$ cat src/rtl/uart_tx_frame_ctrl.sv
// -----------------------------------------------------------------------------
// uart_tx_frame_ctrl
//
// Frame controller and serializer for the UART transmitter. Accepts a parallel
// word, sends it LSB first and computes its parity bit. It steers the TX output
// multiplexer through mux_sel (00 start, 01 data, 10 parity, 11 stop/idle).
// One bit is emitted per CLK cycle, so CLK is the baud-rate clock.
//
// Optional feature (compile-time macro UART_TX_HOLD_BUF_EN):
//   Adds a one-entry holding register (data, PAR_EN, PAR_TYP) so a word offered
//   while a frame is in flight is queued and sent straight after the current
//   STOP, with no idle cycle between the frames. Without the macro buf_full is
//   tied to 0 and words offered while busy are ignored.
//
// Ports
//   CLK         in   1           bit clock
//   RST         in   1           synchronous reset, active-high, highest priority
//   P_DATA      in   DATA_WIDTH  parallel word to transmit
//   Data_Valid  in   1           P_DATA valid (pulse or level)
//   PAR_EN      in   1           1 = insert parity bit
//   PAR_TYP     in   1           0 = even parity, 1 = odd parity
//   ser_data    out  1           current data bit, valid while mux_sel==01, else 0
//   par_bit     out  1           parity of the latched word, held for the frame
//   mux_sel     out  2           frame-field select to the TX mux
//   busy        out  1           frame in progress
//   buf_full    out  1           holding register occupied
//   dbg_state   out  3           current FSM state (debug/observation only)
//
// Handshake: there is no ready signal. A word is accepted on a rising edge
// where Data_Valid=1 and either the FSM is IDLE (word goes straight into the
// shifter) or, with the holding register built in, the register is free after
// that edge. Any other Data_Valid is dropped silently.
// -----------------------------------------------------------------------------
module uart_tx_frame_ctrl #(
  parameter int DATA_WIDTH = 8
) (
  input  logic                  CLK,
  input  logic                  RST,
  input  logic [DATA_WIDTH-1:0] P_DATA,
  input  logic                  Data_Valid,
  input  logic                  PAR_EN,
  input  logic                  PAR_TYP,
  output logic                  ser_data,
  output logic                  par_bit,
  output logic [1:0]            mux_sel,
  output logic                  busy,
  output logic                  buf_full,
  output logic [2:0]            dbg_state
);

  // A 1-bit payload still needs a 1-bit counter.
  localparam int CNT_W = (DATA_WIDTH > 1) ? $clog2(DATA_WIDTH) : 1;
  localparam logic [CNT_W-1:0] CNT_LAST = CNT_W'(DATA_WIDTH - 1);
  localparam logic [CNT_W-1:0] CNT_ONE  = CNT_W'(1);

  localparam logic [2:0] S_IDLE   = 3'd0;
  localparam logic [2:0] S_START  = 3'd1;
  localparam logic [2:0] S_DATA   = 3'd2;
  localparam logic [2:0] S_PARITY = 3'd3;
  localparam logic [2:0] S_STOP   = 3'd4;

  localparam logic [1:0] SEL_START  = 2'b00;
  localparam logic [1:0] SEL_DATA   = 2'b01;
  localparam logic [1:0] SEL_PARITY = 2'b10;
  localparam logic [1:0] SEL_STOP   = 2'b11;

  logic [2:0]            state_q, state_d;
  logic [CNT_W-1:0]      cnt_q, cnt_d;
  logic [DATA_WIDTH-1:0] shift_q, shift_d;
  logic                  par_en_q, par_en_d;
  logic                  par_bit_q, par_bit_d;
  logic                  ser_q, ser_d;
  logic [1:0]            mux_q, mux_d;
  logic                  busy_q, busy_d;

  // Frame-load request: when load_en is high the FSM moves to START on this
  // edge and the shifter/parity take the load_* values.
  logic                  load_en;
  logic [DATA_WIDTH-1:0] load_data;
  logic                  load_par_en;
  logic                  load_par_typ;

`ifdef UART_TX_HOLD_BUF_EN
  logic [DATA_WIDTH-1:0] hold_data_q, hold_data_d;
  logic                  hold_par_en_q, hold_par_en_d;
  logic                  hold_par_typ_q, hold_par_typ_d;
  logic                  buf_full_q, buf_full_d;
  logic                  launch_buf;
  logic                  launch_in;
  logic                  capture;

  always_comb begin
    // A queued word leaves from STOP (back-to-back) or from IDLE. The IDLE
    // case covers a word captured during the very STOP cycle that had
    // already decided to return to IDLE.
    launch_buf = buf_full_q && ((state_q == S_STOP) || (state_q == S_IDLE));
    // Direct acceptance only in IDLE with nothing queued ahead of it.
    launch_in  = (state_q == S_IDLE) && !buf_full_q && Data_Valid;
    // Capture when the register is free after this edge: either empty now,
    // or being emptied by a launch on this same edge.
    capture    = Data_Valid && !launch_in && (!buf_full_q || launch_buf);

    load_en      = launch_buf || launch_in;
    load_data    = launch_buf ? hold_data_q    : P_DATA;
    load_par_en  = launch_buf ? hold_par_en_q  : PAR_EN;
    load_par_typ = launch_buf ? hold_par_typ_q : PAR_TYP;

    hold_data_d    = hold_data_q;
    hold_par_en_d  = hold_par_en_q;
    hold_par_typ_d = hold_par_typ_q;
    buf_full_d     = buf_full_q;
    if (launch_buf) begin
      buf_full_d = 1'b0;
    end
    if (capture) begin
      hold_data_d    = P_DATA;
      hold_par_en_d  = PAR_EN;
      hold_par_typ_d = PAR_TYP;
      buf_full_d     = 1'b1;
    end
  end

  always_ff @(posedge CLK) begin
    if (RST) begin
      hold_data_q    <= '0;
      hold_par_en_q  <= 1'b0;
      hold_par_typ_q <= 1'b0;
      buf_full_q     <= 1'b0;
    end else begin
      hold_data_q    <= hold_data_d;
      hold_par_en_q  <= hold_par_en_d;
      hold_par_typ_q <= hold_par_typ_d;
      buf_full_q     <= buf_full_d;
    end
  end

  assign buf_full = buf_full_q;
`else
  always_comb begin
    // Without a holding register only an idle controller accepts a word.
    load_en      = (state_q == S_IDLE) && Data_Valid;
    load_data    = P_DATA;
    load_par_en  = PAR_EN;
    load_par_typ = PAR_TYP;
  end

  assign buf_full = 1'b0;
`endif

  // Next-state and datapath. Outputs are computed from the next state so the
  // registered outputs line up with the state they describe.
  always_comb begin
    state_d   = state_q;
    cnt_d     = cnt_q;
    shift_d   = shift_q;
    par_en_d  = par_en_q;
    par_bit_d = par_bit_q;
    ser_d     = 1'b0;
    mux_d     = SEL_STOP;
    busy_d    = 1'b0;

    case (state_q)
      S_IDLE: begin
        if (load_en) begin
          state_d = S_START;
        end
      end
      S_START: begin
        state_d = S_DATA;
        cnt_d   = '0;
      end
      S_DATA: begin
        cnt_d = cnt_q + CNT_ONE;
        if (cnt_q == CNT_LAST) begin
          state_d = par_en_q ? S_PARITY : S_STOP;
        end
      end
      S_PARITY: begin
        state_d = S_STOP;
      end
      S_STOP: begin
        state_d = load_en ? S_START : S_IDLE;
      end
      default: begin
        state_d = S_IDLE;
      end
    endcase

    // Parity is fixed at load time and stays put for the whole frame, so a
    // mid-frame change of PAR_EN/PAR_TYP cannot disturb it.
    if (load_en) begin
      shift_d   = load_data;
      par_en_d  = load_par_en;
      par_bit_d = (^load_data) ^ load_par_typ;
    end

    // Each DATA cycle presents shift[0] and consumes it; ser_data stays 0
    // in every other field.
    if (state_d == S_DATA) begin
      ser_d   = shift_q[0];
      shift_d = shift_q >> 1;
    end

    case (state_d)
      S_START:  mux_d = SEL_START;
      S_DATA:   mux_d = SEL_DATA;
      S_PARITY: mux_d = SEL_PARITY;
      default:  mux_d = SEL_STOP;
    endcase
    busy_d = (state_d != S_IDLE);
  end

  always_ff @(posedge CLK) begin
    if (RST) begin
      state_q   <= S_IDLE;
      cnt_q     <= '0;
      shift_q   <= '0;
      par_en_q  <= 1'b0;
      par_bit_q <= 1'b0;
      ser_q     <= 1'b0;
      mux_q     <= SEL_STOP;
      busy_q    <= 1'b0;
    end else begin
      state_q   <= state_d;
      cnt_q     <= cnt_d;
      shift_q   <= shift_d;
      par_en_q  <= par_en_d;
      par_bit_q <= par_bit_d;
      ser_q     <= ser_d;
      mux_q     <= mux_d;
      busy_q    <= busy_d;
    end
  end

  assign ser_data  = ser_q;
  assign par_bit   = par_bit_q;
  assign mux_sel   = mux_q;
  assign busy      = busy_q;
  assign dbg_state = state_q;

endmodule

$ cat config.mk
export PLATFORM = sky130hd
export DESIGN_NAME = uart_tx_frame_ctrl
export DESIGN_NICKNAME = d
export VERILOG_FILES = /design/src/rtl/uart_tx_frame_ctrl.sv
export SDC_FILE = /design/constraint.sdc
export NUM_CORES = 1
export LEC_CHECK = 0
export ABC_AREA = 1
export CAP_MARGIN = 20
export CORE_MARGIN = 2
export CORE_UTILIZATION = 30
export CTS_CLUSTER_DIAMETER = 120
export DETAILED_ROUTE_END_ITERATION = 8
export MAX_ROUTING_LAYER = met4
export PLACE_DENSITY = 0.53
export SKIP_LAST_GASP = 1
export SLEW_MARGIN = 25
export SYNTH_ARGS = -nofsm -noshare
export SYNTH_HDL_FRONTEND = slang
export SYNTH_SLANG_ARGS = --single-unit
$ cat constraint.sdc
create_clock -name CLK -period 1.8 [get_ports CLK]
set_input_delay 0.36 -clock CLK [delete_from_list [all_inputs] [get_ports CLK]]
set_output_delay 0.36 -clock CLK [all_outputs]
set_load 0.05 [all_outputs]
==> results.ini, run 1 <==
[outcome]
status=finished clean

[layout]
num_antenna_cells=0
flow.area_growth_from_synthesis_pct=24.1
fillerInstances=369
fin_util_pct=39.8
multiInputGateArea_um2=588
layout.area.seq_um2=400
num-nets-final=196
post_route_cells_drive_above_1_share_pct=15.0

[sta]
fin_setup_tns_ps=0
fin_crit_sh_pct=90.3
worstMarginPinSlew_ps=498
timing.final.crit_period_ps=1630
worst_clock_skew_ps=4.54
hold_violations=0
final_max_slew_viol_count=0
max_freq_mhz=615
final_layout_worst_hold_slack_ps=471
rsz_0062_raised_after_global_routing=no
final_setup_violation_count=0
relSlewSlack_pct=66.8

[worst_setup_path]
timing.rr.start=cnt_q[0]
reg2reg_to=shift_q[2]
crit_path_end_kind=register
setup.worst_path.class=reg2reg
reg2regPathDepth=9
worst_ep_required_time_ps=2050
cp.arrival_ps=1880
timing.critical_path.fanout_max=8
reg2reg_slack_ps=170
critPathLaunchType=register

[global_route]
number_of_antenna_violations_at_the_first_check_in_global_routing=0
grt_remaining_overflow=0
grt_pass1_vias=933
grt_start_max_net_pins=13
grt_util_all_layers_pct=12.6
grt_pass1_wl_um=4050

[synthesis]
ys_flop_type=sky130_fd_sc_hd__dfxtp_1
synth_enable_flop_cells=0
ys_ff_latch=20
synth_cells=158
postSynth.asyncResetShare_pct=0
synth_top_area_cell=sky130_fd_sc_hd__dfxtp_1
sequential_element_share_of_the_synthesized_area_pct=36.5
synth_top_cell_area_share_pct=36.5
synth.area.top_cells=sky130_fd_sc_hd__dfxtp_1 37%, sky130_fd_sc_hd__nand2_1 17%, sky130_fd_sc_hd__nor2_1 7.2%, sky130_fd_sc_hd__inv_1 6.2%, sky130_fd_sc_hd__nand3_1 5.0%
netlist_area_um2=1100
synth_most_common_cell=sky130_fd_sc_hd__nand2_1
synth.avg_cell_area_um2=6.94
yosys-top-cells-count=49 x sky130_fd_sc_hd__nand2_1, 21 x sky130_fd_sc_hd__nor2_1, 20 x sky130_fd_sc_hd__dfxtp_1
ys_warn_count=0
post_synth_num_cell_types=25
syn_nets=173

[worst_hold_path]
worstHoldPathCells=2
worstHoldStart=shift_q[0]
min_path_type=reg2reg
hold_worst_path_end=ser_data

[cts]
post_cts_buffers=0
h-tree-depth=1
holdBufCountCts=0
clk-insertion-delay-late_ps=300
cts-root-to-sink-buffers=2
clkSinkCount=20
clk_root_buffer_cell=sky130_fd_sc_hd__clkbuf_4
cts_tree=yes
cts-buffers-inserted=3
clk_pin_slew_ps=120

[job]
drv.max_cap_violation_count=0

[power_and_ir_drop]
p_total_mw=0.958
peakVddDrop_mv=0.251
power_density_nw_per_um2=704
power.leakage_nw=0.705

[floorplanning]
coreArea_um2=3420
starting_utilization_of_the_core_area_pct=32.1
core.rowCount=21
die_area_um2=4150
die_h_um=64.4
num_io_pins=22
chipWidth_um=64.4

[drt]
ant_nets=0
remaining_drc_errors=0
route.detailed.wl_per_inst_um=10.1
firstDrtPassIters=4
vias=988
routed_via_density=4.37
postRouteWirelength_um=2290
dr.first_iter.drc_count=19

[place]
port_buffers=20
dp.final_hpwl_um=1840
gp_routability_congestion=0.804

[flip-flops by register name (all words and copies together) (netlist names)]
register / flops
busy: 1
cnt_q: 3
dbg_state: 3
mux_sel: 2
par_bit: 1
par_en_q: 1
ser_data: 1
shift_q: 8
[layout make-up]
type / instances / area share (%)
multi-input combinational: 113 / 43.2
sequential: 20 / 29.4
timing repair buffer: 21 / 14.2
inverter: 22 / 6.26
tap: 46 / 4.23
clock buffer: 4 / 2.67
[power breakdown]
group	leakage (nW)	total, mW	internal [mW]	switching (mW)
sequential	0.164	0.478	0.466	0.0118
clock	0.0210	0.268	0.123	0.144
combinational	0.520	0.213	0.0819	0.131
[stage by stage]
| stage | instance area, um2 | cells | worst slack, ps |
|---|---|---|---|
| after floorplan | 1100 | 158 | 256 |
| after global routing | 1360 | 226 | 25.3 |
| after detailed placement | 1320 | 222 | 148 |
| after global placement | 1320 | 222 | 165 |
| final | 1360 | 226 | 174 |
| after CTS | 1360 | 226 | 10.6 |
[layout by cell type, fill, tap and decap left out, drive strengths merged]
cell / Yosys / routed
inv: 22 / 22
buf: 2 / 8
nand2: 53 / 53
dlymetal6s2s: 0 / 1
ha: 2 / 2
clkbuf: 1 / 4
clkdlybuf4s50: 0 / 12
nor2: 24 / 24
dfxtp: 20 / 20
nand3: 13 / 13
a31oi: 1 / 1
a21boi: 6 / 6
o21ai: 5 / 5
nor3: 1 / 1
xor2: 1 / 1
a21oi: 6 / 6
conb: 1 / 1
[timing repair]
action | CTS | global route
resized for setup | 0 | 1
hold endpoints to repair | 0 | 0
endpoints found under the setup margin | 0 | 1
[cells by family after synthesis]
kind of cell	share of synthesized area, %
fa+ha+maj	2.28
xor+xnor	0.799
simple gates	39.2
buf+inv	9.82
compound gates	11.1
flops	36.5
other cells	0.342
[worst max-delay path, cell delays in order (launching register included)]
cell	delay, ps
sky130_fd_sc_hd__dfxtp_1	340
sky130_fd_sc_hd__ha_1	200
sky130_fd_sc_hd__ha_1	210
sky130_fd_sc_hd__nand2_1	100
sky130_fd_sc_hd__nand2_1	110
sky130_fd_sc_hd__o21ai_4	290
sky130_fd_sc_hd__nand3_1	120
sky130_fd_sc_hd__nand2_1	70
sky130_fd_sc_hd__nor2_1	40
sky130_fd_sc_hd__nor2_1	80
[how the worst max path moves through the flow]
stage	slack, ps	start	to
6_report	170	cnt_q[0]	shift_q[2]
5_1_grt	30	cnt_q[0]	shift_q[0]
4_1_cts	10	busy	busy
3_5_place_dp	150	Data_Valid	shift_q[3]
3_3_place_gp	170	Data_Valid	shift_q[3]
2_1_floorplan	260	dbg_state[1]	shift_q[0]
[per-layer routing]
| layer | share of wire, % | global-route usage, % | vias up | routed length, um |
|---|---|---|---|---|
| met2 | 45 | 21.0 | 23 | 1040 |
| met5 | 0 | - | - | 0 |
| li1 | - | - | 531 | - |
| met3 | 5.3 | 1.91 | 5 | 121 |
| met1 | 48 | 15.6 | 429 | 1100 |
| met4 | 1.4 | 4.79 | 0 | 31 |
Power figures use the tool's default switching activity.
==> run 2: changes to the inputs <==
--- a/config.mk
+++ b/config.mk
@@ -11,8 +11,9 @@
 export CORE_UTILIZATION = 30
 export CTS_CLUSTER_DIAMETER = 120
 export DETAILED_ROUTE_END_ITERATION = 8
+export DONT_BUFFER_PORTS = 1
 export MAX_ROUTING_LAYER = met4
-export PLACE_DENSITY = 0.53
+export PLACE_DENSITY = 0.46
 export SKIP_LAST_GASP = 1
 export SLEW_MARGIN = 25
 export SYNTH_ARGS = -nofsm -noshare
==> results.ini, run 2 (synthesized netlist as in run 1, its figures left out) <==
[layout]
num-nets-final=178
largest_reg_flops=8
final_cell_mix=49 x sky130_fd_sc_hd__nand2_1, 21 x sky130_fd_sc_hd__nor2_1, 20 x sky130_fd_sc_hd__dfxtp_1
postLayoutCellArea_um2=1180
regMostFlops=shift_q
flow.area_growth_from_synthesis_pct=7.31
num_antenna_cells=0
leading_cell_type_in_the_layout_fill_and_taps_excluded=sky130_fd_sc_hd__nand2_1
post_route_cells_drive_above_1_share_pct=13.0

[worst_setup_path]
cp.arrival_ps=1840
timing.critical_path.fanout_max=8
setup.worst_path.class=reg2reg
crit_path_end_kind=register
critPathLaunchType=register
worst_ep_required_time_ps=2040
reg2regPathDepth=9

[sta]
timing.final.crit_period_ps=1600
relSlewSlack_pct=66.5
worst_clock_skew_ps=2.06
postLayoutSetupSlackWorst_ps=200
final_max_slew_viol_count=0
worstMarginPinSlew_ps=502
hold_violations=0
fin_setup_tns_ps=0
rsz_0062_raised_after_global_routing=no
final_setup_violation_count=0
max_freq_mhz=625
fin_crit_sh_pct=88.9

[drt]
remaining_drc_errors=0
vias=899
firstDrtPassIters=4
routed_via_density=4.34
dr.first_iter.drc_count=16
ant_nets=0
postRouteWirelength_um=2130
route.detailed.wl_per_inst_um=10.3

[cts]
h-tree-depth=1
cts-buffers-inserted=3
clk-insertion-delay-late_ps=290
post_cts_buffers=0
clkSinkCount=20
clk_pin_slew_ps=100
cts_tree=yes
post_cts_resized=0
cts-root-to-sink-buffers=2
clk_root_buffer_cell=sky130_fd_sc_hd__clkbuf_4
holdBufCountCts=0

[power_and_ir_drop]
internal_power_mw=0.593
peakVddDrop_mv=0.384
power_frac_comb_pct=16.4
p_switching_mw=0.253
p_clk_share_pct=24.2
p_total_mw=0.847
p_sw_share_pct=29.9
power_density_nw_per_um2=720
power.sequential.fraction_pct=59.3
power.leakage_nw=0.608

[floorplanning]
chipWidth_um=64.4
die_h_um=64.4
die_area_um2=4150
starting_utilization_of_the_core_area_pct=32.1
core.rowCount=21
num_io_pins=22
coreArea_um2=3420

[worst_hold_path]
worstHoldPathCells=1
min_path_type=in2reg

[job]
drv.max_cap_violation_count=0

[place]
dp_area_um2=1150
place_ws_ps=218
port_buffers=0
gp_routability_congestion=0.837
dp.final_hpwl_um=1680

[global_route]
grt_util_all_layers_pct=11.4
grt_pass1_vias=830
grt_start_max_net_pins=16
number_of_antenna_violations_at_the_first_check_in_global_routing=0
grt_remaining_overflow=0
grt_pass1_wl_um=3630

[outcome]
status=finished clean

[run 2: cell types whose count changed in the layout (fill, tap and decap cells not counted)]
| cell | delta |
|---|---|
| sky130_fd_sc_hd__clkdlybuf4s50_1 | -12 |
| sky130_fd_sc_hd__buf_4 | -5 |
| sky130_fd_sc_hd__clkbuf_8 | -1 |
| sky130_fd_sc_hd__dlymetal6s2s_1 | -1 |
[run 2: path summary, 6_finish.rpt]
check / slack (ps) / to / from
max: 200 / shift_q[4] / cnt_q[0]
min: 120 / dbg_state[2] / RST
max reg2reg: 200 / shift_q[4] / cnt_q[0]
min reg2reg: 460 / cnt_q[1] / cnt_q[1]
[run 2: per-layer routing]
layer	GRT usage, %	part of all wire [%]
met1	14.2	49
met4	1.60	0.61
met5	-	0
met2	17.7	44
met3	4.86	5.9
[run 2: stage by stage]
step / hold WS (ps) / std cells / utilization (%)
2_1_floorplan: 428 / 158 / -
3_5_place_dp: 437 / 204 / 33.8
4_1_cts: 112 / 207 / 34.4
5_1_grt: 91.3 / 207 / 34.4
3_3_place_gp: 435 / 204 / 33.8
6_report: 120 / 207 / 34.4
[run 2: critical path: stages (launching register included)]
cell and delay [ps]:
sky130_fd_sc_hd__dfxtp_1 340, sky130_fd_sc_hd__ha_1 200, sky130_fd_sc_hd__ha_1 200, sky130_fd_sc_hd__nand2_1 100, sky130_fd_sc_hd__nand2_1 110, sky130_fd_sc_hd__o21ai_4 280
sky130_fd_sc_hd__nand3_1 140, sky130_fd_sc_hd__nand2_1 70, sky130_fd_sc_hd__nor2_1 40, sky130_fd_sc_hd__nor2_1 80
[run 2: final cells by class]
class | count | area [um2]
well taps | 46 | 57.6
clock buffers | 3 | 22.5
inverters | 22 | 85.1
multi-input cells | 113 | 588
repair buffers | 3 | 22.5
fillers | 381 | 2240
flip-flops and latches | 20 | 400
[run 2: power by group through the flow]
stage | Clock (mW) | Combinational [mW] | Sequential, mW
global placement | 0 | 0.136 | 0.514
finish | 0.205 | 0.139 | 0.502
floorplan | 0 | 0.119 | 0.516
global route | 0.238 | 0.161 | 0.505
CTS | 0.215 | 0.140 | 0.502
detailed placement | 0 | 0.140 | 0.512
==> run 3: changes to the inputs <==
--- a/config.mk
+++ b/config.mk
@@ -7,13 +7,15 @@
 export LEC_CHECK = 0
 export ABC_AREA = 1
 export CAP_MARGIN = 20
+export CELL_PAD_IN_SITES_DETAIL_PLACEMENT = 0
+export CELL_PAD_IN_SITES_GLOBAL_PLACEMENT = 1
 export CORE_MARGIN = 2
-export CORE_UTILIZATION = 30
+export CORE_UTILIZATION = 43
 export CTS_CLUSTER_DIAMETER = 120
 export DETAILED_ROUTE_END_ITERATION = 8
 export DONT_BUFFER_PORTS = 1
 export MAX_ROUTING_LAYER = met4
-export PLACE_DENSITY = 0.46
+export PLACE_DENSITY = 0.78
 export SKIP_LAST_GASP = 1
 export SLEW_MARGIN = 25
 export SYNTH_ARGS = -nofsm -noshare
==> results.ini, run 3 (synthesized netlist as in run 1, its figures left out) <==
[layout]
num_antenna_cells=0
largest_reg_flops=8
leading_cell_type_in_the_layout_fill_and_taps_excluded=sky130_fd_sc_hd__nand2_1
multiInputGateArea_um2=591
post_route_cells_drive_above_1_share_pct=14.2
fillerInstances=264
regMostFlops=shift_q
postLayoutCellArea_um2=1190
final_cell_mix=48 x sky130_fd_sc_hd__nand2_1, 21 x sky130_fd_sc_hd__nor2_1, 20 x sky130_fd_sc_hd__dfxtp_1
flow.area_growth_from_synthesis_pct=8.45
num-nets-final=178
layout.area.seq_um2=400
post_layout_nonfiller_instances=192

[global_route]
gr-usage-met1_pct=20.0
number_of_antenna_violations_at_the_first_check_in_global_routing=0
grt_util_all_layers_pct=16.9
busiest_layer=met2
grt_remaining_overflow=0
grt_util_met3_pct=3.28
grt_use_met2_pct=27.7
grt_pass1_wl_um=3480
grt_start_max_net_pins=16
grt_pass1_vias=878

[sta]
fin_setup_tns_ps=0
final_max_slew_viol_count=0
final_layout_worst_hold_slack_ps=107
timing.final.crit_period_ps=1550
relSlewSlack_pct=66.1
hold_violations=0
fin_crit_sh_pct=86.3
rsz_0062_raised_after_global_routing=no
worstMarginPinSlew_ps=508
final_setup_violation_count=0
worst_clock_skew_ps=12.0
max_freq_mhz=643

[power_and_ir_drop]
p_total_mw=1.00
power_density_nw_per_um2=845
power.leakage_nw=0.623
peakVddDrop_mv=0.500

[worst_setup_path]
worstPathCellList=ha_1, ha_1, nand2_1, nand2_2, o21ai_4, nand3_1, nand2_1, nor2_1, nor2_1
crit_path_end_kind=register
worst_ep_required_time_ps=2050
timing.critical_path.fanout_max=8
timing.critical_path.slowest_stage_cell=sky130_fd_sc_hd__dfxtp_1
setup.worst_path.class=reg2reg
critPathLaunchType=register
timing.critical_path.slowest_cell_delay_ps=350
cp.arrival_ps=1810

[place]
dp_area_um2=1130
dp.final_hpwl_um=1580
place_inst=188
port_buffers=0
gp_routability_congestion=0.769

[cts]
post_cts_buffers=0
clkSinkCount=20
cts-buffers-inserted=3
clk_pin_slew_ps=120
holdBufCountCts=0
cts-root-to-sink-buffers=2
clk-insertion-delay-late_ps=300
h-tree-depth=1
clk_root_buffer_cell=sky130_fd_sc_hd__clkbuf_4
cts_tree=yes

[floorplanning]
die_h_um=54.5
chipWidth_um=54.5
num_io_pins=22
core.rowCount=18
starting_utilization_of_the_core_area_pct=44.6
die_area_um2=2970
coreArea_um2=2450

[drt]
vias=914
ant_nets=0
postRouteWirelength_um=2020
remaining_drc_errors=0
route.detailed.wl_per_inst_um=10.5
firstDrtPassIters=4
routed_via_density=4.76
dr.first_iter.drc_count=9

[worst_hold_path]
min_path_type=in2reg

[job]
drv.max_cap_violation_count=0

[outcome]
status=finished clean

[run 3: cell count changes in the layout (fill, tap and decap cells not counted)]
| cell | delta |
|---|---|
| sky130_fd_sc_hd__bufinv_16 | +1 |
| sky130_fd_sc_hd__nand2_1 | -1 |
| sky130_fd_sc_hd__nand2_2 | +1 |
[run 3: final timing paths]
path                 start          to  slack, ps  depth (start not counted)
setup reg to reg  cnt_q[0]  shift_q[4]        250                          9
hold / removal         RST  shift_q[1]        110                          1
hold reg to reg   cnt_q[1]    cnt_q[1]        480                          2
setup / recovery  cnt_q[0]  shift_q[4]        250                          9
[run 3: worst max-delay path: cells and delay by family, from the launching register on]
kind	cells	cell delay, ps
DFF	1	350
adders and majority gates	2	410
AOI/OAI and AO/OA	1	260
and+or+nand+nor	6	480
[run 3: power breakdown]
group          switching (mW)  total [mW]  internal (mW)
clock                   0.140       0.365          0.225
sequential             0.0360       0.502          0.466
combinational          0.0880       0.138         0.0495
[run 3: area by class of cell]
class                   instances  area share [%]
clock inverters                 1            2.53
inverters                      22            7.16
clock buffers                   3            1.89
well taps                      30            3.16
repair buffers                  3            1.89
multi-input cells             113            49.7
flip-flops and latches         20            33.7
[run 3: what timing repair did]
item                                    in CTS  in global routing
resized for setup                            0                  1
endpoints found under the setup margin       0                  1
endpoints found under the hold margin        0                  0
[run 3: per-layer routing]
| layer | vias up | part of all wire [%] | wire [um] |
|---|---|---|---|
| li1 | 491 | - | - |
| met1 | 401 | 46 | 925 |
| met2 | 18 | 48 | 975 |
| met3 | 4 | 4.3 | 88 |
| met4 | 0 | 1.7 | 34 |
| met5 | - | 0 | 0 |
[run 3: metrics by stage]
step	setup slack, ps	utilization (%)
after detailed placement	243	46.2
after global routing	15.1	48.4
after CTS	195	48.3
final	246	48.4
after global placement	288	46.2
after floorplan	256	-
